===== config.mk =====
export PLATFORM = sky130hd
export DESIGN_NAME = control_multicycle_fsm
export DESIGN_NICKNAME = d
export VERILOG_FILES = /design/src/rtl/control_pkg.sv /design/src/rtl/control_multicycle_fsm_if.sv /design/src/rtl/control_imm_decoder.sv /design/src/rtl/control_multicycle_fsm_core.sv /design/src/rtl/control_multicycle_fsm.sv
export SDC_FILE = /design/constraint.sdc
export NUM_CORES = 1
export LEC_CHECK = 0
export BUFFER_PORTS_ARGS = -buffer_cell sky130_fd_sc_hd__buf_4
export CAP_MARGIN = 20
export CORE_UTILIZATION = 40
export DETAILED_ROUTE_END_ITERATION = 8
export PLACE_DENSITY = 0.73
export SLEW_MARGIN = 20
export SYNTH_ARGS = -nofsm -noshare
export SYNTH_HDL_FRONTEND = slang
export SYNTH_SLANG_ARGS = --single-unit

===== constraint.sdc =====
create_clock -name clk -period 3.7 [get_ports clk]
set_input_delay 0.74 -clock clk [delete_from_list [all_inputs] [get_ports clk]]
set_output_delay 0.74 -clock clk [all_outputs]
set_load 0.02 [all_outputs]

===== src/rtl/control_pkg.sv =====
// Shared encodings for the multicycle control unit: state codes, opcodes, mux selects.
// Latency: n/a (types and constants only).
// Backpressure: n/a.
package control_pkg;

    typedef enum logic [3:0] {
        S_FETCH    = 4'd0,
        S_DECODE   = 4'd1,
        S_MEMADR   = 4'd2,
        S_MEMREAD  = 4'd3,
        S_MEMWB    = 4'd4,
        S_MEMWRITE = 4'd5,
        S_EXECR    = 4'd6,
        S_EXECI    = 4'd7,
        S_ALUWB    = 4'd8,
        S_BEQ      = 4'd9,
        S_JAL      = 4'd10
    } state_t;

    localparam logic [6:0] OP_LW    = 7'd3;
    localparam logic [6:0] OP_SW    = 7'd35;
    localparam logic [6:0] OP_RTYPE = 7'd51;
    localparam logic [6:0] OP_ADDI  = 7'd19;
    localparam logic [6:0] OP_BEQ   = 7'd99;
    localparam logic [6:0] OP_JAL   = 7'd111;

    // result_src
    localparam logic [1:0] RES_ALUOUT    = 2'b00;
    localparam logic [1:0] RES_DATA      = 2'b01;
    localparam logic [1:0] RES_ALURESULT = 2'b10;

    // alu_src_a
    localparam logic [1:0] SRCA_PC    = 2'b00;
    localparam logic [1:0] SRCA_OLDPC = 2'b01;
    localparam logic [1:0] SRCA_RS1   = 2'b10;

    // alu_src_b
    localparam logic [1:0] SRCB_RS2  = 2'b00;
    localparam logic [1:0] SRCB_IMM  = 2'b01;
    localparam logic [1:0] SRCB_FOUR = 2'b10;

    // alu_op
    localparam logic [1:0] ALUOP_ADD   = 2'b00;
    localparam logic [1:0] ALUOP_SUB   = 2'b01;
    localparam logic [1:0] ALUOP_FUNCT = 2'b10;

    // imm_src
    localparam logic [1:0] IMM_I = 2'b00;
    localparam logic [1:0] IMM_S = 2'b01;
    localparam logic [1:0] IMM_B = 2'b10;
    localparam logic [1:0] IMM_J = 2'b11;

endpackage


===== src/rtl/control_multicycle_fsm_if.sv =====
// Bundle of the control unit's datapath-facing signals (opcode/flags in, control word out).
// Latency: n/a (wiring only).
// Backpressure: n/a; mem_ready is the only stall input and it travels master->slave.
// master: datapath side, drives opcode/zero/mem_ready. slave: control FSM, drives the control word.
interface control_multicycle_fsm_if;
    logic [6:0] opcode;
    logic       zero;
    logic       mem_ready;
    logic       pc_write;
    logic       adr_src;
    logic       mem_write;
    logic       ir_write;
    logic [1:0] result_src;
    logic [1:0] alu_src_a;
    logic [1:0] alu_src_b;
    logic [1:0] alu_op;
    logic [1:0] imm_src;
    logic       reg_write;
    logic       illegal_instr;
    logic [3:0] state;

    modport master (
        output opcode, zero, mem_ready,
        input  pc_write, adr_src, mem_write, ir_write, result_src, alu_src_a,
               alu_src_b, alu_op, imm_src, reg_write, illegal_instr, state
    );

    modport slave (
        input  opcode, zero, mem_ready,
        output pc_write, adr_src, mem_write, ir_write, result_src, alu_src_a,
               alu_src_b, alu_op, imm_src, reg_write, illegal_instr, state
    );
endinterface


===== src/rtl/control_imm_decoder.sv =====
// Immediate-format select decoded straight from the opcode field.
// Latency: combinational, zero cycles.
// Backpressure: none.
// Ports: opcode (in, 7b) -> imm_src (out, 2b).
module control_imm_decoder
    import control_pkg::*;
(
    input  logic [6:0] opcode,
    output logic [1:0] imm_src
);

    always_comb begin
        imm_src = IMM_I;    // lw, addi and anything unrecognised
        case (opcode)
            OP_SW:   imm_src = IMM_S;
            OP_BEQ:  imm_src = IMM_B;
            OP_JAL:  imm_src = IMM_J;
            default: imm_src = IMM_I;
        endcase
    end

endmodule


===== src/rtl/control_multicycle_fsm_core.sv =====
// Moore control FSM for the multicycle RV32 subset (lw, sw, R-type, addi, beq, jal).
// Latency: control word follows state combinationally; one state step per clk.
// Backpressure: FETCH, MEMREAD and MEMWRITE hold until mem_ready.
// Ports: clk, reset (async, active-high), bus (slave modport: opcode/zero/mem_ready in, control word out).
module control_multicycle_fsm_core
    import control_pkg::*;
(
    input  logic                       clk,
    input  logic                       reset,
    control_multicycle_fsm_if.slave    bus
);

    state_t     state_q, state_d;

    logic       pc_write_c, adr_src_c, mem_write_c, ir_write_c;
    logic       reg_write_c, illegal_c;
    logic [1:0] result_src_c, alu_src_a_c, alu_src_b_c, alu_op_c;
    logic [1:0] imm_src_c;

    always_ff @(posedge clk or posedge reset) begin
        if (reset) state_q <= S_FETCH;
        else       state_q <= state_d;
    end

    always_comb begin
        state_d      = state_q;
        pc_write_c   = 1'b0;
        adr_src_c    = 1'b0;
        mem_write_c  = 1'b0;
        ir_write_c   = 1'b0;
        reg_write_c  = 1'b0;
        illegal_c    = 1'b0;
        result_src_c = RES_ALUOUT;
        alu_src_a_c  = SRCA_PC;
        alu_src_b_c  = SRCB_RS2;
        alu_op_c     = ALUOP_ADD;

        case (state_q)
            S_FETCH: begin
                // PC+4 is routed straight from the ALU; both enables fire only on
                // the cycle the instruction word actually arrives.
                alu_src_b_c  = SRCB_FOUR;
                result_src_c = RES_ALURESULT;
                if (bus.mem_ready) begin
                    ir_write_c = 1'b1;
                    pc_write_c = 1'b1;
                    state_d    = S_DECODE;
                end
            end
            S_DECODE: begin
                // Speculatively compute OldPC+imm into ALUOut for beq/jal.
                alu_src_a_c = SRCA_OLDPC;
                alu_src_b_c = SRCB_IMM;
                case (bus.opcode)
                    OP_LW, OP_SW: state_d = S_MEMADR;
                    OP_RTYPE:     state_d = S_EXECR;
                    OP_ADDI:      state_d = S_EXECI;
                    OP_BEQ:       state_d = S_BEQ;
                    OP_JAL:       state_d = S_JAL;
                    default: begin
                        illegal_c = 1'b1;
                        state_d   = S_FETCH;
                    end
                endcase
            end
            S_MEMADR: begin
                alu_src_a_c = SRCA_RS1;
                alu_src_b_c = SRCB_IMM;
                state_d     = (bus.opcode == OP_SW) ? S_MEMWRITE : S_MEMREAD;
            end
            S_MEMREAD: begin
                adr_src_c = 1'b1;
                if (bus.mem_ready) state_d = S_MEMWB;
            end
            S_MEMWB: begin
                result_src_c = RES_DATA;
                reg_write_c  = 1'b1;
                state_d      = S_FETCH;
            end
            S_MEMWRITE: begin
                // Strobe stays up for the whole wait, including the ready cycle.
                adr_src_c   = 1'b1;
                mem_write_c = 1'b1;
                if (bus.mem_ready) state_d = S_FETCH;
            end
            S_EXECR: begin
                alu_src_a_c = SRCA_RS1;
                alu_src_b_c = SRCB_RS2;
                alu_op_c    = ALUOP_FUNCT;
                state_d     = S_ALUWB;
            end
            S_EXECI: begin
                alu_src_a_c = SRCA_RS1;
                alu_src_b_c = SRCB_IMM;
                alu_op_c    = ALUOP_FUNCT;
                state_d     = S_ALUWB;
            end
            S_ALUWB: begin
                reg_write_c = 1'b1;
                state_d     = S_FETCH;
            end
            S_BEQ: begin
                // Target already sits in ALUOut; the subtract only feeds zero.
                alu_src_a_c = SRCA_RS1;
                alu_src_b_c = SRCB_RS2;
                alu_op_c    = ALUOP_SUB;
                pc_write_c  = bus.zero;
                state_d     = S_FETCH;
            end
            S_JAL: begin
                // Redirect to the target in ALUOut while computing OldPC+4 for rd.
                alu_src_a_c = SRCA_OLDPC;
                alu_src_b_c = SRCB_FOUR;
                pc_write_c  = 1'b1;
                state_d     = S_ALUWB;
            end
            default: state_d = S_FETCH;
        endcase
    end

    control_imm_decoder u_imm_dec (
        .opcode  (bus.opcode),
        .imm_src (imm_src_c)
    );

    // Reset is async, so state is already FETCH while reset is high; the gate
    // stops FETCH's mem_ready-driven enables from leaking out during reset.
    assign bus.pc_write      = pc_write_c  & ~reset;
    assign bus.ir_write      = ir_write_c  & ~reset;
    assign bus.mem_write     = mem_write_c & ~reset;
    assign bus.reg_write     = reg_write_c & ~reset;
    assign bus.illegal_instr = illegal_c   & ~reset;
    assign bus.adr_src       = adr_src_c;
    assign bus.result_src    = result_src_c;
    assign bus.alu_src_a     = alu_src_a_c;
    assign bus.alu_src_b     = alu_src_b_c;
    assign bus.alu_op        = alu_op_c;
    assign bus.imm_src       = imm_src_c;
    assign bus.state         = state_q;

endmodule


===== src/rtl/control_multicycle_fsm.sv =====
// Top of the multicycle control unit: flat pins wrapped around the interface-based FSM core.
// Latency: outputs are a Moore function of state (plus mem_ready/zero/opcode where noted).
// Backpressure: holds in FETCH/MEMREAD/MEMWRITE until mem_ready.
// Ports: clk, reset (async, active-high); opcode/zero/mem_ready in; full control word, illegal_instr, state out.
module control_multicycle_fsm
    import control_pkg::*;
(
    input  logic       clk,
    input  logic       reset,
    input  logic [6:0] opcode,
    input  logic       zero,
    input  logic       mem_ready,
    output logic       pc_write,
    output logic       adr_src,
    output logic       mem_write,
    output logic       ir_write,
    output logic [1:0] result_src,
    output logic [1:0] alu_src_a,
    output logic [1:0] alu_src_b,
    output logic [1:0] alu_op,
    output logic [1:0] imm_src,
    output logic       reg_write,
    output logic       illegal_instr,
    output logic [3:0] state
);

    control_multicycle_fsm_if ctrl_bus ();

    assign ctrl_bus.opcode    = opcode;
    assign ctrl_bus.zero      = zero;
    assign ctrl_bus.mem_ready = mem_ready;

    control_multicycle_fsm_core u_core (
        .clk   (clk),
        .reset (reset),
        .bus   (ctrl_bus.slave)
    );

    assign pc_write      = ctrl_bus.pc_write;
    assign adr_src       = ctrl_bus.adr_src;
    assign mem_write     = ctrl_bus.mem_write;
    assign ir_write      = ctrl_bus.ir_write;
    assign result_src    = ctrl_bus.result_src;
    assign alu_src_a     = ctrl_bus.alu_src_a;
    assign alu_src_b     = ctrl_bus.alu_src_b;
    assign alu_op        = ctrl_bus.alu_op;
    assign imm_src       = ctrl_bus.imm_src;
    assign reg_write     = ctrl_bus.reg_write;
    assign illegal_instr = ctrl_bus.illegal_instr;
    assign state         = ctrl_bus.state;

endmodule


==> run metrics <==
Lkg Pwr=between 0.3 and 0.4 nW; post-CTS setup buffers=0; CTS tree=built; DR vias=about 690; Switching Fraction=35.3%; global-route wire length before repair=about 2.4 mm; Setup Skew=~0.0015 ns; drt wl/cell=between 10 and 15 um; worst path required time=around 3 ns; slew margin rel.=around three fifths; sequential area share after synthesis=about 18%; count of cell types in the netlist=35; Async SR Flop Fraction=100%; syn nets=92; Critical Path AT=roughly 1.9 ns; worst vdd ir=between 0.15 and 0.2 mV; layout cells sized above 1=around 33%; Tightest Hold Check Type=in2async; CTS max path bufs=2; RR Startpoint=u_core.bus.state[2]; clock network power share=between 20% and 30%; FF+latch count, synth=4; vias in the first global route=560; WS Path Type=reg2out; syn_area_per_cell=around 6.9 um2; DRT Wirelength=1.59 mm; Setup TNS Final=0 ns; CTS root buf=clkbuf_4; post-CTS sizing=0; DP HPWL=approximately 1.2 mm; max FFs per register=4; Top FF cell, synth=dfrtp_1; initial core utilization=43.2%; Die Footprint=around 1600 um2; io pins=31; adder-cell share of the synthesized area=0%; Final Util=a little over 60%; # DRC=0; yosys warns=0; Pins Over Slew Limit=0; Die Ht=about 39 um; main combinational cell family by area after synthesis=simple AND/OR/NAND/NOR gates; Final Hold Viols=0; Worst Setup SP=u_core.bus.state[0]; cell count after synthesis=a little over 80; max-cap violation count=0; initial antenna violation count=0; worst-path maximum fanout=20; status=completed; XOR/XNOR Fraction of Synth Area=3.12%; clock sink total=4; Int Pwr=approximately 0.11 mW; Worst-Skew Late Latency=0.23 ns; antenna viol nets, final=0; Startpoint Class=flip-flop; combinational group share of total power=~40%; GRT overflow=0; Post-CTS Hold Fix Bufs=0; Nets=121; RSZ-0062 raised after global routing=no; mux contribution to synthesized area=1.78%; Post-synth EDFFs=0; ANT cells=0; PortBufs=30; Core ar.=between 1000 and 1500 um2; Num CTS Buffers=3; Die W=between 30 and 40 um; Slew @ Worst Pin=0.572 ns; vias per cell=approximately 5.6; largest net degree at the start of global routing=21; Sequential Power Share=a little under a third; Area Growth Syn to Fin=42.3%; Power Density=221 nW/um2; gr usage total=between 20% and 30%; fmax=between 300 and 400 MHz; synthesized area=about 560 um2; Synth Area in Compound Gates=between 20% and 30%; Tmin final=between 2 and 3 ns; CTS HTree Levels=1; final count of negative-setup-slack endpoints=0; gp weighted congestion=~0.82; Core Rows=13; Worst-path clk slew=approximately 0.040 ns; drt first pass iters=4; critical path endpoint category=primary output; Synth Area in Simple Gates=~47%; Switch Pwr=between 0.06 and 0.07 mW; DRT iter0 DRCs=9; Final Cycle Share=between 70 and 80%
[metal layers]
| metal | part of all wire [%] | track usage (%) | vias up |
|---|---|---|---|
| li1 | - | - | 353 |
| met2 | 49 | 35.7 | 17 |
| met3 | 4.0 | 5.11 | 2 |
| met1 | 47 | 30.1 | 316 |
| met5 | 0 | 0 | - |
| met4 | 0.31 | 11.2 | 0 |
[placed cells by master (no fill, tap or decap)]
cell / count
a21oi_1: 5
a21boi_1: 1
nor2_1: 9
nor3b_1: 1
or3b_1: 1
mux2i_1: 1
o21bai_1: 1
clkbuf_4: 3
nand4bb_1: 1
nand2b_1: 4
xnor2_1: 2
and3_1: 2
and2b_1: 1
or2_1: 1
inv_1: 1
or3_4: 1
a2111o_1: 1
a211oi_1: 2
o22ai_1: 1
nand2_1: 8
dfrtp_1: 4
nand3_1: 1
nor2b_1: 1
a2111oi_4: 1
a31oi_1: 1
o21ai_1: 2
nor3_1: 10
inv_2: 1
nand3b_1: 2
buf_4: 30
o21ai_0: 2
or3_1: 1
and4_1: 1
nor4_1: 3
o211ai_1: 1
[synthesized netlist by cell type, types with 2 or more instances]
cell / count / share of area, %
o21ai_0: 2 / 1.8
nor4_1: 3 / 3.3
dfrtp_1: 4 / 18
a211oi_1: 2 / 2.7
buf_2: 5 / 4.5
nand2_1: 8 / 5.3
and3_1: 2 / 2.2
nor3_1: 10 / 8.9
nand3b_1: 2 / 2.7
xnor2_1: 2 / 3.1
nor2_1: 9 / 6.0
nand2b_1: 4 / 4.5
o21ai_1: 2 / 1.8
a21oi_1: 5 / 4.5
[critical path, cell delays in order (launching register included)]
cell     delay (ns)
dfrtp_1        0.69
and2b_1        0.30
nand2_1        0.11
nor4_1         0.36
buf_4          0.21
[layout make-up]
| type | instances | area, um2 |
|---|---|---|
| fillers | 141 | 502 |
| multi-input cells | 69 | 425 |
| repair buffers | 30 | 225 |
| flip-flops and latches | 4 | 100 |
| clock buffers | 3 | 22.5 |
| well taps | 15 | 18.8 |
| inverters | 2 | 7.51 |
[power by group through the flow]
stage | clock network, mW | registers [mW] | logic (mW)
after floorplan | 0 | 0.0492 | 0.0465
after global placement | 0 | 0.0541 | 0.0704
after detailed placement | 0 | 0.0540 | 0.0714
after CTS | 0.0544 | 0.0536 | 0.0717
after global routing | 0.0575 | 0.0545 | 0.0781
final | 0.0519 | 0.0536 | 0.0715
[stage by stage]
step           hold slack [ns]  std cells  setup WS [ns]  power, mW  instance area (um2)
2_1_floorplan            0.511         81          0.994     0.0957                  562
4_1_cts                  0.430        123           1.12      0.180                  800
3_3_place_gp             0.680        120           1.15      0.124                  777
3_5_place_dp             0.676        120           1.16      0.125                  777
5_1_grt                  0.442        123          0.957      0.190                  800
6_report                 0.439        123           1.05      0.177                  800
[path summary, 6_finish.rpt]
check	to	slack, ns	cells past startpoint
worst max-delay path	illegal_instr	1.05	4
worst min-delay path	u_core.bus.state[2]	0.44	2
worst max register to register	u_core.bus.state[2]	2.03	4
worst min register to register	u_core.bus.state[0]	0.81	1
max in group asynchronous	u_core.bus.state[1]	3.10	2
min in group clk	u_core.bus.state[0]	0.81	1
[kinds of logic after synthesis]
family	count (synthesis)
AO/OA/AOI/OAI	18
XOR/XNOR	2
buffers and inverters	8
flip-flops	4
multiplexers	1
AND/OR/NAND/NOR	48
Power figures use the tool's default switching activity.
